<file path="src/rtl/alu_share_arb.sv">
// rtl/alu_share_arb.sv - round-robin sharing of one combinational ALU between two requesters
module alu_share_arb #(
  parameter int WIDTH = 32
) (
  input  logic             clk,
  input  logic             reset,
  input  logic [1:0]       req_valid,
  output logic [1:0]       req_ready,
  input  logic [WIDTH-1:0] req_a0,
  input  logic [WIDTH-1:0] req_b0,
  input  logic [WIDTH-1:0] req_a1,
  input  logic [WIDTH-1:0] req_b1,
  input  logic [3:0]       req_op0,
  input  logic [3:0]       req_op1,
  output logic [1:0]       resp_valid,
  input  logic [1:0]       resp_ready,
  output logic [WIDTH-1:0] resp_result,
  output logic             resp_illegal,
  output logic [WIDTH-1:0] alu_a,
  output logic [WIDTH-1:0] alu_b,
  output logic [3:0]       alu_op,
  input  logic [WIDTH-1:0] alu_result,
  output logic             busy
);

  typedef enum logic [1:0] {IDLE, EXEC, RESP} state_t;

  state_t           state;
  logic             last_grant;
  logic             owner;
  logic [WIDTH-1:0] op_a;
  logic [WIDTH-1:0] op_b;
  logic [3:0]       op_code;
  logic             any_req;
  logic             gnt;

  function automatic logic op_legal(input logic [3:0] op);
    case (op)
      4'b0000, 4'b0001, 4'b0010, 4'b0110,
      4'b0111, 4'b1100, 4'b1101: op_legal = 1'b1;
      default:                   op_legal = 1'b0;
    endcase
  endfunction

  // A tie goes to the port that did not win last; otherwise the lone requester wins.
  assign any_req   = |req_valid;
  assign gnt       = (req_valid == 2'b11) ? ~last_grant : req_valid[1];
  assign req_ready = (state == IDLE && any_req) ? (gnt ? 2'b10 : 2'b01) : 2'b00;

  assign resp_valid = (state == RESP) ? {owner, ~owner} : 2'b00;
  assign busy       = (state != IDLE);

  assign alu_a  = op_a;
  assign alu_b  = op_b;
  assign alu_op = op_code;

  always_ff @(posedge clk) begin
    if (reset) begin
      state        <= IDLE;
      last_grant   <= 1'b1;
      owner        <= 1'b0;
      op_a         <= '0;
      op_b         <= '0;
      op_code      <= 4'b0000;
      resp_result  <= '0;
      resp_illegal <= 1'b0;
    end else begin
      case (state)
        IDLE: begin
          // The winner is always a valid port, so any request here is a handshake.
          if (any_req) begin
            op_a       <= gnt ? req_a1  : req_a0;
            op_b       <= gnt ? req_b1  : req_b0;
            op_code    <= gnt ? req_op1 : req_op0;
            owner      <= gnt;
            last_grant <= gnt;
            state      <= EXEC;
          end
        end
        EXEC: begin
          resp_result  <= alu_result;
          resp_illegal <= ~op_legal(op_code);
          state        <= RESP;
        end
        RESP: begin
          if (resp_ready[owner]) state <= IDLE;
        end
        default: state <= IDLE;
      endcase
    end
  end

endmodule

</file>
<file path="config.mk">
export PLATFORM = sky130hd
export DESIGN_NAME = alu_share_arb
export DESIGN_NICKNAME = d
export VERILOG_FILES = /design/src/rtl/alu_share_arb.sv
export SDC_FILE = /design/constraint.sdc
export NUM_CORES = 1
export LEC_CHECK = 0
export ABC_AREA = 1
export CAP_MARGIN = 20
export CORE_AREA = 5 5 107 109
export CTS_CLUSTER_DIAMETER = 40
export DETAILED_ROUTE_END_ITERATION = 16
export DIE_AREA = 0 0 112 114
export DONT_BUFFER_PORTS = 1
export GPL_ROUTABILITY_DRIVEN = 1
export GPL_TIMING_DRIVEN = 0
export HOLD_SLACK_MARGIN = 0.15
export PLACE_DENSITY = 0.62
export SYNTH_ARGS = -nofsm -noshare
export SYNTH_HDL_FRONTEND = slang
export SYNTH_SLANG_ARGS = --single-unit
</file>
<file path="constraint.sdc">
create_clock -name clk -period 2.4 [get_ports clk]
set_input_delay 0.24 -clock clk [delete_from_list [all_inputs] [get_ports clk]]
set_output_delay 0.24 -clock clk [all_outputs]
set_load 0.02 [all_outputs]
</file>
==> results of run 1 <==
==> registers in the layout, indices dropped and copies added, names as in the netlist <==
name and flops:
owner 1, state 2, last_grant 1, resp_result 32, alu_op 4, alu_a 32
resp_illegal 1, alu_b 32
==> cell type report <==
cell class	count	area (um^2)	share of cell area [%]
Buffer	53	246	3.72
Clock buffer	12	145	2.19
Clock inverter	3	17.5	0.264
Inverter	11	41.3	0.623
Multi-Input combinational cell	532	2240	33.7
Sequential cell	105	2100	31.7
Tap cell	140	175	2.64
Timing Repair Buffer	166	1660	25.1
==> metrics by stage <==
stage,setup WS (ps),instance area [um^2],power [mW],util [%]
3_3_place_gp,698,4800,2.98,45.7
6_report,275,6630,4.24,63.1
4_1_cts,271,6630,4.24,63.1
2_1_floorplan,1030,4630,2.80,-
5_1_grt,141,6630,4.50,63.1
3_5_place_dp,680,4800,3.01,45.7
==> critical path, stage by stage (launching register included) <==
cell,delay (ps)
sky130_fd_sc_hd__dfxtp_1,350
sky130_fd_sc_hd__nand2_2,180
sky130_fd_sc_hd__nand2_2,200
sky130_fd_sc_hd__buf_4,200
sky130_fd_sc_hd__buf_4,180
sky130_fd_sc_hd__inv_1,80
sky130_fd_sc_hd__nor2_1,340
==> report_power, final <==
group / leakage, nW / total [mW] / switching [mW] / internal, mW
clock network: 0.0822 / 0.963 / 0.564 / 0.398
logic: 1.96 / 1.02 / 0.543 / 0.479
registers: 0.864 / 2.26 / 0.343 / 1.91
==> path summary, 6_finish.rpt <==
check                                   from           end  slack, ps  cells past startpoint
worst max-delay path              last_grant  req_ready[0]        270                      6
worst min-delay path            req_valid[0]     alu_b[31]        170                      3
worst max register to register    last_grant     alu_a[21]        300                      8
worst min register to register    last_grant    last_grant        490                      2
==> Yosys cell counts <==
master / instances
sky130_fd_sc_hd__a21oi_1: 72
sky130_fd_sc_hd__nand2_1: 283
sky130_fd_sc_hd__inv_2: 1
sky130_fd_sc_hd__buf_2: 20
sky130_fd_sc_hd__nor2_1: 70
sky130_fd_sc_hd__o21ai_4: 1
sky130_fd_sc_hd__o21ai_0: 32
sky130_fd_sc_hd__inv_1: 10
sky130_fd_sc_hd__buf_1: 3
sky130_fd_sc_hd__nor2_2: 1
sky130_fd_sc_hd__clkbuf_1: 24
sky130_fd_sc_hd__nand2_2: 2
sky130_fd_sc_hd__buf_4: 6
sky130_fd_sc_hd__dfxtp_1: 105
sky130_fd_sc_hd__nand3_1: 71
==> layer usage <==
layer | GRT usage, % | share of wire [%] | vias to the layer above
met5 | 0 | 0 | -
met4 | 13.5 | 4.2 | 0
met3 | 7.64 | 9.9 | 69
met2 | 44.6 | 49 | 327
met1 | 28.5 | 37 | 2464
li1 | - | - | 2584
==> repair_timing <==
action | 4_1_cts | 5_1_grt
resized for setup | 0 | 0
hold buffers | 166 | 0
hold endpoints to repair | 101 | 0
==> logic make-up (layout without fill, tap and decap cells) <==
| logic type | after synthesis | after routing | synth area share [%] |
|---|---|---|---|
| AOI/OAI and AO/OA | 105 | 105 | 11.6 |
| buffers and inverters | 64 | 245 | 6.22 |
| and+or+nand+nor | 427 | 427 | 36.7 |
| DFF | 105 | 105 | 45.4 |
==> run_summary.xml, run 1 <==
<?xml version="1.0" encoding="UTF-8"?>
<metrics>
  <group name="detailed_routing">
    <metric name="post_detailed_route_count_of_antenna_violating_nets" unit="">0</metric>
    <metric name="drcViolationCount" unit="">0</metric>
    <metric name="vias" unit="">5444</metric>
    <metric name="routed_wire_length_per_instance" unit="um">16.6</metric>
    <metric name="totalWireLength" unit="um">17000</metric>
    <metric name="routed_via_density" unit="">5.33</metric>
    <metric name="detailedRoute.firstIterationViolations" unit="">350</metric>
    <metric name="drt_first_pass_iters" unit="">5</metric>
  </group>
  <group name="power">
    <metric name="maximum_vdd_ir_drop" unit="uV">375</metric>
    <metric name="total_leakage_power" unit="nW">2.91</metric>
    <metric name="power_per_cell_area" unit="mW/mm^2">640</metric>
  </group>
  <group name="sta">
    <metric name="rsz0062_at_grt" unit="">no</metric>
    <metric name="hold_viol" unit="">0</metric>
    <metric name="timing.setup.tns" unit="ps">0</metric>
    <metric name="max_clock_freq" unit="MHz">470</metric>
    <metric name="timing_worst_slew_pin_value" unit="ps">580</metric>
    <metric name="skew" unit="ps">5.59</metric>
    <metric name="slew_viol_final" unit="">0</metric>
    <metric name="final_min_period_over_clock_period" unit="%">88.6</metric>
    <metric name="final_period_minus_worst_setup_slack" unit="ps">2130</metric>
    <metric name="final-setup-viol-count" unit="">0</metric>
    <metric name="timing.hold.ws" unit="ps">173</metric>
    <metric name="timing.slew.headroom" unit="%">61.3</metric>
  </group>
  <group name="placed_design">
    <metric name="dp.final_hpwl" unit="um">11200</metric>
    <metric name="gpl_wtd_cong" unit="">0.845</metric>
    <metric name="buffer_ports.inserted" unit="">0</metric>
    <metric name="dp_cells" unit="">841</metric>
  </group>
  <group name="clocking">
    <metric name="number_of_clock_sinks" unit="">105</metric>
    <metric name="clk_pin_slew" unit="ps">90</metric>
    <metric name="cts_tree" unit="">done</metric>
    <metric name="cts.path.max_buffers" unit="">2</metric>
    <metric name="cts_htree_levels" unit="">3</metric>
    <metric name="clock_tree.root_cell" unit="">sky130_fd_sc_hd__clkbuf_8</metric>
    <metric name="worst_skew_pair.late_latency" unit="ps">350</metric>
    <metric name="post-cts-setup-buffers" unit="">0</metric>
    <metric name="cts_buffers" unit="">9</metric>
  </group>
  <group name="logic_synthesis">
    <metric name="yosysWarnings" unit="">0</metric>
    <metric name="synth_top_cell_by_area" unit="">sky130_fd_sc_hd__dfxtp_1</metric>
    <metric name="synth_area_leaders" unit="">sky130_fd_sc_hd__dfxtp_1, sky130_fd_sc_hd__nand2_1, sky130_fd_sc_hd__a21oi_1, sky130_fd_sc_hd__nand3_1, sky130_fd_sc_hd__nor2_1</metric>
    <metric name="postSynthCellCount" unit="">701</metric>
    <metric name="ys_seq_area_share" unit="%">45.4</metric>
    <metric name="synth.distinct_cells" unit="">15</metric>
    <metric name="synth-seq-cells" unit="">105</metric>
    <metric name="synth.net_count" unit="">875</metric>
    <metric name="yosys.area.top_type_share" unit="%">45.4</metric>
    <metric name="postSynthAreaPerCell" unit="um^2">6.60</metric>
    <metric name="mappedNetlistArea" unit="mm^2">0.00463</metric>
  </group>
  <group name="global_routing">
    <metric name="grt_first_pass_wirelength" unit="um">26800</metric>
    <metric name="via_count_of_the_first_global_routing_pass" unit="">5382</metric>
    <metric name="largest_net_degree_at_the_start_of_global_routing" unit="">16</metric>
    <metric name="grt.overflow.total" unit="">0</metric>
    <metric name="antenna_found_initial" unit="">0</metric>
    <metric name="groute.usage.overall" unit="%">25.7</metric>
  </group>
  <group name="die">
    <metric name="floorplan.core_area" unit="mm^2">0.0105</metric>
    <metric name="floorplan.io_pins" unit="">280</metric>
    <metric name="fp.dieW" unit="um">112</metric>
    <metric name="die_footprint" unit="mm^2">0.0128</metric>
    <metric name="floorplan.initialDensity" unit="%">44.0</metric>
    <metric name="floorplan.rows" unit="">38</metric>
    <metric name="die-height" unit="um">114</metric>
  </group>
  <group name="final_layout">
    <metric name="finish.net_count" unit="">1052</metric>
    <metric name="n_fill_cell" unit="">893</metric>
    <metric name="antennaDiodeCount" unit="">0</metric>
    <metric name="final-instance-count-excl-fill" unit="">1022</metric>
    <metric name="layout-area-overhead-vs-synth" unit="%">43.2</metric>
    <metric name="layout_commonest_cell" unit="">sky130_fd_sc_hd__nand2_1</metric>
    <metric name="share_of_final_layout_standard_cells_stronger_than_drive_strength_1" unit="%">4.99</metric>
    <metric name="mostFrequentLayoutCells" unit="">sky130_fd_sc_hd__nand2_1, sky130_fd_sc_hd__dlygate4sd3_1, sky130_fd_sc_hd__dfxtp_1, sky130_fd_sc_hd__a21oi_1, sky130_fd_sc_hd__nand3_1</metric>
  </group>
  <group name="setup_path">
    <metric name="cp_data_required_time" unit="ps">2160</metric>
    <metric name="startpoint_type" unit="">flip-flop</metric>
    <metric name="timing.critical_path.fanout_max" unit="">10</metric>
    <metric name="worst_setup_path_end_kind" unit="">output port</metric>
    <metric name="timing.critical_path.arrival" unit="ps">1890</metric>
    <metric name="crit_type" unit="">reg2out</metric>
  </group>
  <group name="run_status">
    <metric name="status" unit="">completed</metric>
  </group>
  <group name="min_path">
    <metric name="classification_of_the_worst_slack_hold_path" unit="">in2reg</metric>
  </group>
  <group name="job">
    <metric name="max_cap_viol_count" unit="">0</metric>
  </group>
</metrics>
No activity file was read; power rests on OpenSTA's default activity.
==> run 2: changes to the inputs <==
--- a/config.mk
+++ b/config.mk
@@ -8,6 +8,7 @@
 export ABC_AREA = 1
 export CAP_MARGIN = 20
 export CORE_AREA = 5 5 107 109
+export CTS_BUF_LIST = sky130_fd_sc_hd__clkbuf_4
 export CTS_CLUSTER_DIAMETER = 40
 export DETAILED_ROUTE_END_ITERATION = 16
 export DIE_AREA = 0 0 112 114
==> run 2 against run 1 <==
  * The run now fails in 4_1_cts
  * Area after synthesis unchanged
  * Synthesized cell count is the same
==> run_summary.xml, run 2 <==
<?xml version="1.0" encoding="UTF-8"?>
<metrics>
  <group name="die">
    <metric name="floorplan.rows" unit="">38</metric>
    <metric name="fp.dieW" unit="um">112</metric>
    <metric name="floorplan.io_pins" unit="">280</metric>
    <metric name="die-height" unit="um">114</metric>
    <metric name="floorplan.initialDensity" unit="%">44.0</metric>
  </group>
  <group name="logic_synthesis">
    <metric name="synth_compound_gate_area_share" unit="%">11.6</metric>
    <metric name="xor_xnor_share_of_the_synthesized_area" unit="%">0</metric>
    <metric name="synthMostInstantiatedCell" unit="">sky130_fd_sc_hd__nand2_1</metric>
    <metric name="ys_seq_area_share" unit="%">45.4</metric>
    <metric name="synth_top_cell_by_area" unit="">sky130_fd_sc_hd__dfxtp_1</metric>
    <metric name="synthSimpleGateAreaFrac" unit="%">36.7</metric>
    <metric name="synth.distinct_cells" unit="">15</metric>
    <metric name="synth_flop_cell" unit="">sky130_fd_sc_hd__dfxtp_1</metric>
    <metric name="synth.net_count" unit="">875</metric>
    <metric name="synth_area_leaders" unit="">sky130_fd_sc_hd__dfxtp_1, sky130_fd_sc_hd__nand2_1, sky130_fd_sc_hd__a21oi_1, sky130_fd_sc_hd__nand3_1, sky130_fd_sc_hd__nor2_1</metric>
    <metric name="postSynthCellCount" unit="">701</metric>
    <metric name="synth_fa_ha_area_share" unit="%">0</metric>
    <metric name="post_synth_most_frequent_cells" unit="">sky130_fd_sc_hd__nand2_1, sky130_fd_sc_hd__dfxtp_1, sky130_fd_sc_hd__a21oi_1</metric>
    <metric name="postSynthAreaPerCell" unit="um^2">6.60</metric>
    <metric name="post_synth_mux_area_share" unit="%">0</metric>
    <metric name="yosys.area.top_type_share" unit="%">45.4</metric>
    <metric name="yosysWarnings" unit="">0</metric>
    <metric name="synth-seq-cells" unit="">105</metric>
    <metric name="mappedNetlistArea" unit="mm^2">0.00463</metric>
    <metric name="ys_async_sr_fraction" unit="%">0</metric>
    <metric name="synth_top_family_by_area" unit="">simple AND/OR/NAND/NOR gates</metric>
    <metric name="synth_edf_count" unit="">0</metric>
  </group>
  <group name="clocking">
    <metric name="post-cts-setup-buffers" unit="">0</metric>
    <metric name="cts_resized" unit="">0</metric>
    <metric name="cts_buffers" unit="">9</metric>
    <metric name="cts_htree_levels" unit="">3</metric>
    <metric name="cts.path.max_buffers" unit="">2</metric>
    <metric name="holdBufCountCts" unit="">172</metric>
    <metric name="number_of_clock_sinks" unit="">105</metric>
    <metric name="clock_tree.root_cell" unit="">sky130_fd_sc_hd__clkbuf_4</metric>
  </group>
  <group name="placed_design">
    <metric name="buffer_ports.inserted" unit="">0</metric>
    <metric name="gpl_wtd_cong" unit="">0.845</metric>
    <metric name="post-place-ws" unit="ps">680</metric>
    <metric name="dp.final_hpwl" unit="um">11200</metric>
  </group>
  <group name="run_status">
    <metric name="flow.first_error" unit="">[ERROR RSZ-0060] Max buffer count reached.</metric>
    <metric name="status" unit="">aborted with a tool error</metric>
    <metric name="flow.stopped_at" unit="">4_1_cts</metric>
  </group>
</metrics>
## run 2: cell counts after synthesis
Identical to the previous run, type by type.
## run 2: stage by stage
step                      util, %  hold slack (ps)  area [um^2]  cells
after detailed placement     45.7              418         4800    841
after global placement       45.7              411         4800    841
after floorplan                 -              407         4630    701
## run 2: logic make-up after synthesis
| group | after synthesis |
|---|---|
| DFF | 105 |
| and+or+nand+nor | 427 |
| buffers and inverters | 64 |
| AOI/OAI and AO/OA | 105 |
==> run 3: changes to the inputs <==
==> config.mk (replaced) <==
export PLATFORM = sky130hd
export DESIGN_NAME = alu_share_arb
export DESIGN_NICKNAME = d
export VERILOG_FILES = /design/src/rtl/alu_share_arb.sv
export SDC_FILE = /design/constraint.sdc
export NUM_CORES = 1
export LEC_CHECK = 0
export ABC_AREA = 1
export CAP_MARGIN = 20
export CORE_MARGIN = 5
export CORE_UTILIZATION = 40
export DETAILED_ROUTE_END_ITERATION = 16
export DONT_BUFFER_PORTS = 1
export GPL_ROUTABILITY_DRIVEN = 1
export GPL_TIMING_DRIVEN = 0
export PLACE_DENSITY_LB_ADDON = 0.15
export SYNTH_ARGS = -nofsm -noshare
export SYNTH_HDL_FRONTEND = slang
export SYNTH_SLANG_ARGS = --single-unit
==> run 3 against run 2 <==
  * The run now ends clean
==> run_summary.xml, run 3 (same netlist as run 1, synthesis figures left out) <==
<?xml version="1.0" encoding="UTF-8"?>
<metrics>
  <group name="detailed_routing">
    <metric name="detailedRoute.firstIterationViolations" unit="">218</metric>
    <metric name="routed_wire_length_per_instance" unit="um">16.5</metric>
    <metric name="drt_first_pass_iters" unit="">4</metric>
    <metric name="routed_via_density" unit="">5.25</metric>
    <metric name="post_detailed_route_count_of_antenna_violating_nets" unit="">0</metric>
    <metric name="vias" unit="">4511</metric>
    <metric name="totalWireLength" unit="um">14200</metric>
    <metric name="drcViolationCount" unit="">0</metric>
  </group>
  <group name="final_layout">
    <metric name="layout_commonest_cell" unit="">sky130_fd_sc_hd__nand2_1</metric>
    <metric name="finish.net_count" unit="">886</metric>
    <metric name="share_of_final_layout_standard_cells_stronger_than_drive_strength_1" unit="%">6.56</metric>
    <metric name="n_fill_cell" unit="">1182</metric>
    <metric name="antennaDiodeCount" unit="">0</metric>
    <metric name="mostFrequentLayoutCells" unit="">sky130_fd_sc_hd__nand2_1, sky130_fd_sc_hd__dfxtp_1, sky130_fd_sc_hd__a21oi_1, sky130_fd_sc_hd__nand3_1, sky130_fd_sc_hd__nor2_1</metric>
    <metric name="layout-area-overhead-vs-synth" unit="%">10.4</metric>
  </group>
  <group name="sta">
    <metric name="slew_viol_final" unit="">0</metric>
    <metric name="max_clock_freq" unit="MHz">487</metric>
    <metric name="timing.slew.headroom" unit="%">63.1</metric>
    <metric name="final-setup-viol-count" unit="">0</metric>
    <metric name="final_period_minus_worst_setup_slack" unit="ps">2060</metric>
    <metric name="worst_slack" unit="ps">345</metric>
    <metric name="timing_worst_slew_pin_value" unit="ps">553</metric>
    <metric name="hold_viol" unit="">0</metric>
    <metric name="skew" unit="ps">4.93</metric>
    <metric name="final_min_period_over_clock_period" unit="%">85.6</metric>
    <metric name="timing.setup.tns" unit="ps">0</metric>
    <metric name="rsz0062_at_grt" unit="">no</metric>
  </group>
  <group name="clocking">
    <metric name="cts_resized" unit="">0</metric>
    <metric name="cts_tree" unit="">done</metric>
    <metric name="cts_htree_levels" unit="">3</metric>
    <metric name="number_of_clock_sinks" unit="">105</metric>
    <metric name="cts.path.max_buffers" unit="">2</metric>
    <metric name="clock_tree.root_cell" unit="">sky130_fd_sc_hd__clkbuf_16</metric>
    <metric name="clk_pin_slew" unit="ps">70</metric>
    <metric name="post-cts-setup-buffers" unit="">0</metric>
    <metric name="holdBufCountCts" unit="">0</metric>
    <metric name="cts_buffers" unit="">9</metric>
    <metric name="worst_skew_pair.late_latency" unit="ps">340</metric>
  </group>
  <group name="global_routing">
    <metric name="grt_first_pass_wirelength" unit="um">22300</metric>
    <metric name="groute.usage.overall" unit="%">19.5</metric>
    <metric name="largest_net_degree_at_the_start_of_global_routing" unit="">19</metric>
    <metric name="antenna_found_initial" unit="">0</metric>
    <metric name="grt.overflow.total" unit="">0</metric>
    <metric name="via_count_of_the_first_global_routing_pass" unit="">4242</metric>
  </group>
  <group name="power">
    <metric name="internal" unit="mW">2.97</metric>
    <metric name="maximum_vdd_ir_drop" unit="uV">406</metric>
    <metric name="power_per_cell_area" unit="mW/mm^2">870</metric>
    <metric name="power.combinational.fraction" unit="%">15.8</metric>
    <metric name="switching_share" unit="%">33.1</metric>
    <metric name="clock_share_of_power" unit="%">33.5</metric>
    <metric name="switchingPower" unit="mW">1.47</metric>
    <metric name="p_seq_share" unit="%">50.7</metric>
    <metric name="total_leakage_power" unit="nW">2.26</metric>
  </group>
  <group name="job">
    <metric name="max_cap_viol_count" unit="">0</metric>
  </group>
  <group name="placed_design">
    <metric name="gpl_wtd_cong" unit="">0.857</metric>
    <metric name="post-place-ws" unit="ps">659</metric>
    <metric name="buffer_ports.inserted" unit="">0</metric>
    <metric name="dp.final_hpwl" unit="um">11200</metric>
  </group>
  <group name="setup_path">
    <metric name="crit_type" unit="">reg2out</metric>
    <metric name="startpoint_type" unit="">flip-flop</metric>
    <metric name="timing.critical_path.fanout_max" unit="">10</metric>
    <metric name="timing.critical_path.buf_inv" unit="">3</metric>
    <metric name="timing.critical_path.cells" unit="">nand2_2 &gt; nand2_2 &gt; buf_4 &gt; buf_4 &gt; inv_1 &gt; nor2_1</metric>
    <metric name="timing.critical_path.arrival" unit="ps">1820</metric>
    <metric name="worst_setup_path_end_kind" unit="">output port</metric>
    <metric name="critical-path-slowest-cell" unit="">sky130_fd_sc_hd__dfxtp_1</metric>
    <metric name="cp-startpoint" unit="">last_grant</metric>
    <metric name="critical-path-top-delay-family" unit="">simple AND/OR/NAND/NOR gates</metric>
    <metric name="crit-reg2reg-launch" unit="">state[0]</metric>
    <metric name="max_stage_delay" unit="ps">350</metric>
    <metric name="cp_data_required_time" unit="ps">2160</metric>
  </group>
  <group name="die">
    <metric name="die-height" unit="um">118</metric>
    <metric name="floorplan.core_area" unit="mm^2">0.0114</metric>
    <metric name="floorplan.initialDensity" unit="%">40.7</metric>
    <metric name="die_footprint" unit="mm^2">0.0138</metric>
    <metric name="floorplan.io_pins" unit="">280</metric>
    <metric name="floorplan.rows" unit="">39</metric>
    <metric name="fp.dieW" unit="um">118</metric>
  </group>
  <group name="run_status">
    <metric name="status" unit="">completed</metric>
  </group>
  <group name="min_path">
    <metric name="hp-start" unit="">alu_result[6]</metric>
    <metric name="classification_of_the_worst_slack_hold_path" unit="">in2reg</metric>
  </group>
</metrics>
==> run 3: area by class of cell <==
cell class / count / area (um^2) / area share, %
sequential: 105 / 2100 / 41.2
tap: 143 / 179 / 3.50
multi-input combinational: 532 / 2240 / 43.8
clock inverter: 7 / 77.6 / 1.52
inverter: 11 / 41.3 / 0.808
clock buffer: 9 / 225 / 4.41
buffer: 53 / 246 / 4.83
==> run 3: final timing paths <==
check / to / slack [ps] / cells past startpoint
max: req_ready[0] / 340 / 6
min: resp_result[6] / 60 / 2
max reg2reg: alu_a[19] / 900 / 7
min reg2reg: last_grant / 500 / 2
==> run 3: power by group through the flow <==
stage | Sequential [mW] | Clock, mW | Combinational [mW]
2_1_floorplan | 2.24 | 0 | 0.558
3_3_place_gp | 2.30 | 0 | 0.691
5_1_grt | 2.27 | 1.61 | 0.819
4_1_cts | 2.26 | 1.52 | 0.713
3_5_place_dp | 2.30 | 0 | 0.711
6_report | 2.25 | 1.49 | 0.702
==> run 3: through the flow <==
step | instances | cell area [um^2] | power [mW] | hold slack (ps) | util [%]
final | 860 | 5110 | 4.44 | 62.4 | 44.9
after global routing | 860 | 5110 | 4.71 | 66.9 | 44.9
after CTS | 860 | 5110 | 4.49 | 56.1 | 44.9
after detailed placement | 844 | 4800 | 3.01 | 416 | 42.3
after global placement | 844 | 4800 | 2.99 | 410 | 42.3
after floorplan | 701 | 4630 | 2.80 | 407 | -
==> run 3: per-layer routing <==
layer  track usage [%]  part of all wire [%]  up-vias
li1                  -                     -     2259
met1              23.3                    40     2048
met2              33.0                    49      183
met3              6.49                   8.9       21
met4              6.31                   1.9        0
met5                 0                     0        -
==> run 3: worst register-to-register path: cells and delay by family (launching register included) <==
family	cells	cell delay [ps]
AO/OA/AOI/OAI	2	290
AND/OR/NAND/NOR	2	300
flip-flops	1	330
buffers and inverters	3	500
==> run 4: changes to the inputs <==
--- a/config.mk
+++ b/config.mk
@@ -14,6 +14,8 @@
 export GPL_ROUTABILITY_DRIVEN = 1
 export GPL_TIMING_DRIVEN = 0
 export PLACE_DENSITY_LB_ADDON = 0.15
+export RECOVER_POWER = 25
+export REMOVE_ABC_BUFFERS = 1
 export SYNTH_ARGS = -nofsm -noshare
 export SYNTH_HDL_FRONTEND = slang
 export SYNTH_SLANG_ARGS = --single-unit
==> run 4 against run 3 <==
  * Total power down 2.9%
  * Final cell count fell by 5.7%
  * Die area unchanged
  * Wire length shrank 5.0%
  * Core utilization decreased by 1.4 points
  * Cell area shrank 3.0%
  * Critical path depth fell by 2
  * Worst hold slack got worse by 2.5 ps
  * Highest routed layer unchanged
==> run_summary.xml, run 4 (same netlist as run 1, synthesis figures left out) <==
<?xml version="1.0" encoding="UTF-8"?>
<metrics>
  <group name="setup_path">
    <metric name="worst_setup_path_end_kind" unit="">output port</metric>
    <metric name="cp_data_required_time" unit="ps">2160</metric>
    <metric name="timing.critical_path.arrival" unit="ps">1950</metric>
    <metric name="cp-startpoint" unit="">last_grant</metric>
    <metric name="startpoint_type" unit="">flip-flop</metric>
    <metric name="timing.critical_path.fanout_max" unit="">69</metric>
    <metric name="crit-reg2reg-launch" unit="">state[1]</metric>
    <metric name="crit_type" unit="">reg2out</metric>
  </group>
  <group name="sta">
    <metric name="timing_worst_slew_pin_value" unit="ps">984</metric>
    <metric name="final_period_minus_worst_setup_slack" unit="ps">2190</metric>
    <metric name="final-setup-viol-count" unit="">0</metric>
    <metric name="timing.setup.tns" unit="ps">0</metric>
    <metric name="skew" unit="ps">7.99</metric>
    <metric name="worst_slack" unit="ps">213</metric>
    <metric name="max_clock_freq" unit="MHz">457</metric>
    <metric name="final_min_period_over_clock_period" unit="%">91.1</metric>
    <metric name="hold_viol" unit="">0</metric>
    <metric name="slew_viol_final" unit="">0</metric>
    <metric name="timing.slew.headroom" unit="%">34.2</metric>
    <metric name="rsz0062_at_grt" unit="">no</metric>
  </group>
  <group name="final_layout">
    <metric name="final_core_util" unit="%">43.6</metric>
    <metric name="mostFrequentLayoutCells" unit="">sky130_fd_sc_hd__nand2_1, sky130_fd_sc_hd__dfxtp_1, sky130_fd_sc_hd__a21oi_1, sky130_fd_sc_hd__nand3_1, sky130_fd_sc_hd__nor2_1</metric>
    <metric name="finish.net_count" unit="">837</metric>
    <metric name="antennaDiodeCount" unit="">0</metric>
    <metric name="layout-area-overhead-vs-synth" unit="%">7.06</metric>
    <metric name="finalInstanceArea" unit="mm^2">0.00495</metric>
    <metric name="layout_commonest_cell" unit="">sky130_fd_sc_hd__nand2_1</metric>
    <metric name="final-instance-count-excl-fill" unit="">811</metric>
    <metric name="share_of_final_layout_standard_cells_stronger_than_drive_strength_1" unit="%">4.04</metric>
  </group>
  <group name="global_routing">
    <metric name="grt_first_pass_wirelength" unit="um">21000</metric>
    <metric name="grt.overflow.total" unit="">0</metric>
    <metric name="antenna_found_initial" unit="">0</metric>
    <metric name="largest_net_degree_at_the_start_of_global_routing" unit="">73</metric>
    <metric name="via_count_of_the_first_global_routing_pass" unit="">3994</metric>
    <metric name="groute.usage.overall" unit="%">18.4</metric>
  </group>
  <group name="power">
    <metric name="maximum_vdd_ir_drop" unit="uV">364</metric>
    <metric name="total_leakage_power" unit="nW">2.15</metric>
    <metric name="power_per_cell_area" unit="mW/mm^2">871</metric>
  </group>
  <group name="die">
    <metric name="die_footprint" unit="mm^2">0.0138</metric>
    <metric name="floorplan.initialDensity" unit="%">40.7</metric>
    <metric name="floorplan.rows" unit="">39</metric>
    <metric name="floorplan.io_pins" unit="">280</metric>
    <metric name="floorplan.core_area" unit="mm^2">0.0114</metric>
    <metric name="die-height" unit="um">118</metric>
    <metric name="fp.dieW" unit="um">118</metric>
  </group>
  <group name="placed_design">
    <metric name="dp_cells" unit="">793</metric>
    <metric name="buffer_ports.inserted" unit="">0</metric>
    <metric name="placedInstanceArea" unit="mm^2">0.00460</metric>
    <metric name="post-place-ws" unit="ps">-676</metric>
    <metric name="dp.final_hpwl" unit="um">9600</metric>
    <metric name="gpl_wtd_cong" unit="">0.770</metric>
  </group>
  <group name="clocking">
    <metric name="clk_pin_slew" unit="ps">80</metric>
    <metric name="number_of_clock_sinks" unit="">105</metric>
    <metric name="worst_skew_pair.late_latency" unit="ps">350</metric>
    <metric name="cts_htree_levels" unit="">3</metric>
    <metric name="cts.path.max_buffers" unit="">2</metric>
    <metric name="clock_tree.root_cell" unit="">sky130_fd_sc_hd__clkbuf_16</metric>
    <metric name="cts_buffers" unit="">9</metric>
    <metric name="post-cts-setup-buffers" unit="">0</metric>
    <metric name="cts_tree" unit="">done</metric>
  </group>
  <group name="detailed_routing">
    <metric name="routed_via_density" unit="">5.24</metric>
    <metric name="drt_first_pass_iters" unit="">4</metric>
    <metric name="drcViolationCount" unit="">0</metric>
    <metric name="totalWireLength" unit="um">13500</metric>
    <metric name="vias" unit="">4246</metric>
    <metric name="detailedRoute.firstIterationViolations" unit="">199</metric>
    <metric name="routed_wire_length_per_instance" unit="um">16.6</metric>
    <metric name="post_detailed_route_count_of_antenna_violating_nets" unit="">0</metric>
  </group>
  <group name="min_path">
    <metric name="classification_of_the_worst_slack_hold_path" unit="">in2reg</metric>
    <metric name="hp-start" unit="">alu_result[19]</metric>
  </group>
  <group name="job">
    <metric name="max_cap_viol_count" unit="">0</metric>
  </group>
  <group name="run_status">
    <metric name="status" unit="">completed</metric>
  </group>
</metrics>
==> run 4: cell count changes in the layout (fill, tap and decap cells not counted), moves of 2 or more <==
| cell | change |
|---|---|
| sky130_fd_sc_hd__clkbuf_1 | -24 |
| sky130_fd_sc_hd__buf_2 | -20 |
| sky130_fd_sc_hd__buf_4 | -6 |
| sky130_fd_sc_hd__buf_1 | -3 |
| sky130_fd_sc_hd__buf_12 | +2 |
| sky130_fd_sc_hd__clkinv_4 | +2 |
| sky130_fd_sc_hd__inv_6 | +2 |
| sky130_fd_sc_hd__nand2_8 | +2 |
==> run 4: area by class of cell <==
cell class | count | area [um^2]
Inverter | 11 | 45.0
Timing Repair inverter | 1 | 5.00
Sequential cell | 105 | 2100
Fill cell | 1226 | 6420
Multi-Input combinational cell | 532 | 2270
Clock buffer | 9 | 225
Clock inverter | 7 | 62.6
Timing Repair Buffer | 3 | 67.6
Tap cell | 143 | 179
==> run 4: metal layers <==
layer | GRT usage [%] | vias to the layer above | part of all wire, %
met3 | 7.64 | 26 | 11
met4 | 8.17 | 0 | 2.7
met1 | 20.6 | 1863 | 38
li1 | - | 2165 | -
met2 | 30.4 | 192 | 48
met5 | 0 | - | 0
==> run 4: timing repair <==
action	4_1_cts	5_1_grt
gates cloned	0	1
hold buffers	1	0
pin swaps	0	0
endpoints found under the hold margin	72	0
resized for setup	3	3
endpoints found under the setup margin	72	35
==> run 4: report_power, final <==
part | internal, mW | leakage, nW | switching (mW)
Sequential | 1.91 | 0.864 | 0.336
Combinational | 0.216 | 1.15 | 0.432
Clock | 0.726 | 0.139 | 0.689
Total | 2.86 | 2.15 | 1.46
==> run 4: path summary, 6_finish.rpt <==
| path | end | slack [ps] | depth (start not counted) |
|---|---|---|---|
| max | req_ready[0] | 210 | 4 |
| min | resp_result[19] | 60 | 2 |
| max reg2reg | resp_result[27] | 410 | 5 |
| min reg2reg | owner | 500 | 2 |
==> run 4: critical path: stages, from the launching register on <==
cell                      delay (ps)
sky130_fd_sc_hd__dfxtp_1         430
sky130_fd_sc_hd__nand2_8         270
sky130_fd_sc_hd__nand2_8         420
sky130_fd_sc_hd__inv_1           110
sky130_fd_sc_hd__nor2_1          370
==> run 4: metrics by stage <==
step / total power, mW / hold slack, ps
after floorplan: 2.71 / 309
after global placement: 2.89 / 319
after detailed placement: 2.93 / 321
after CTS: 4.37 / 47.8
after global routing: 4.57 / 66.8
final: 4.31 / 59.8
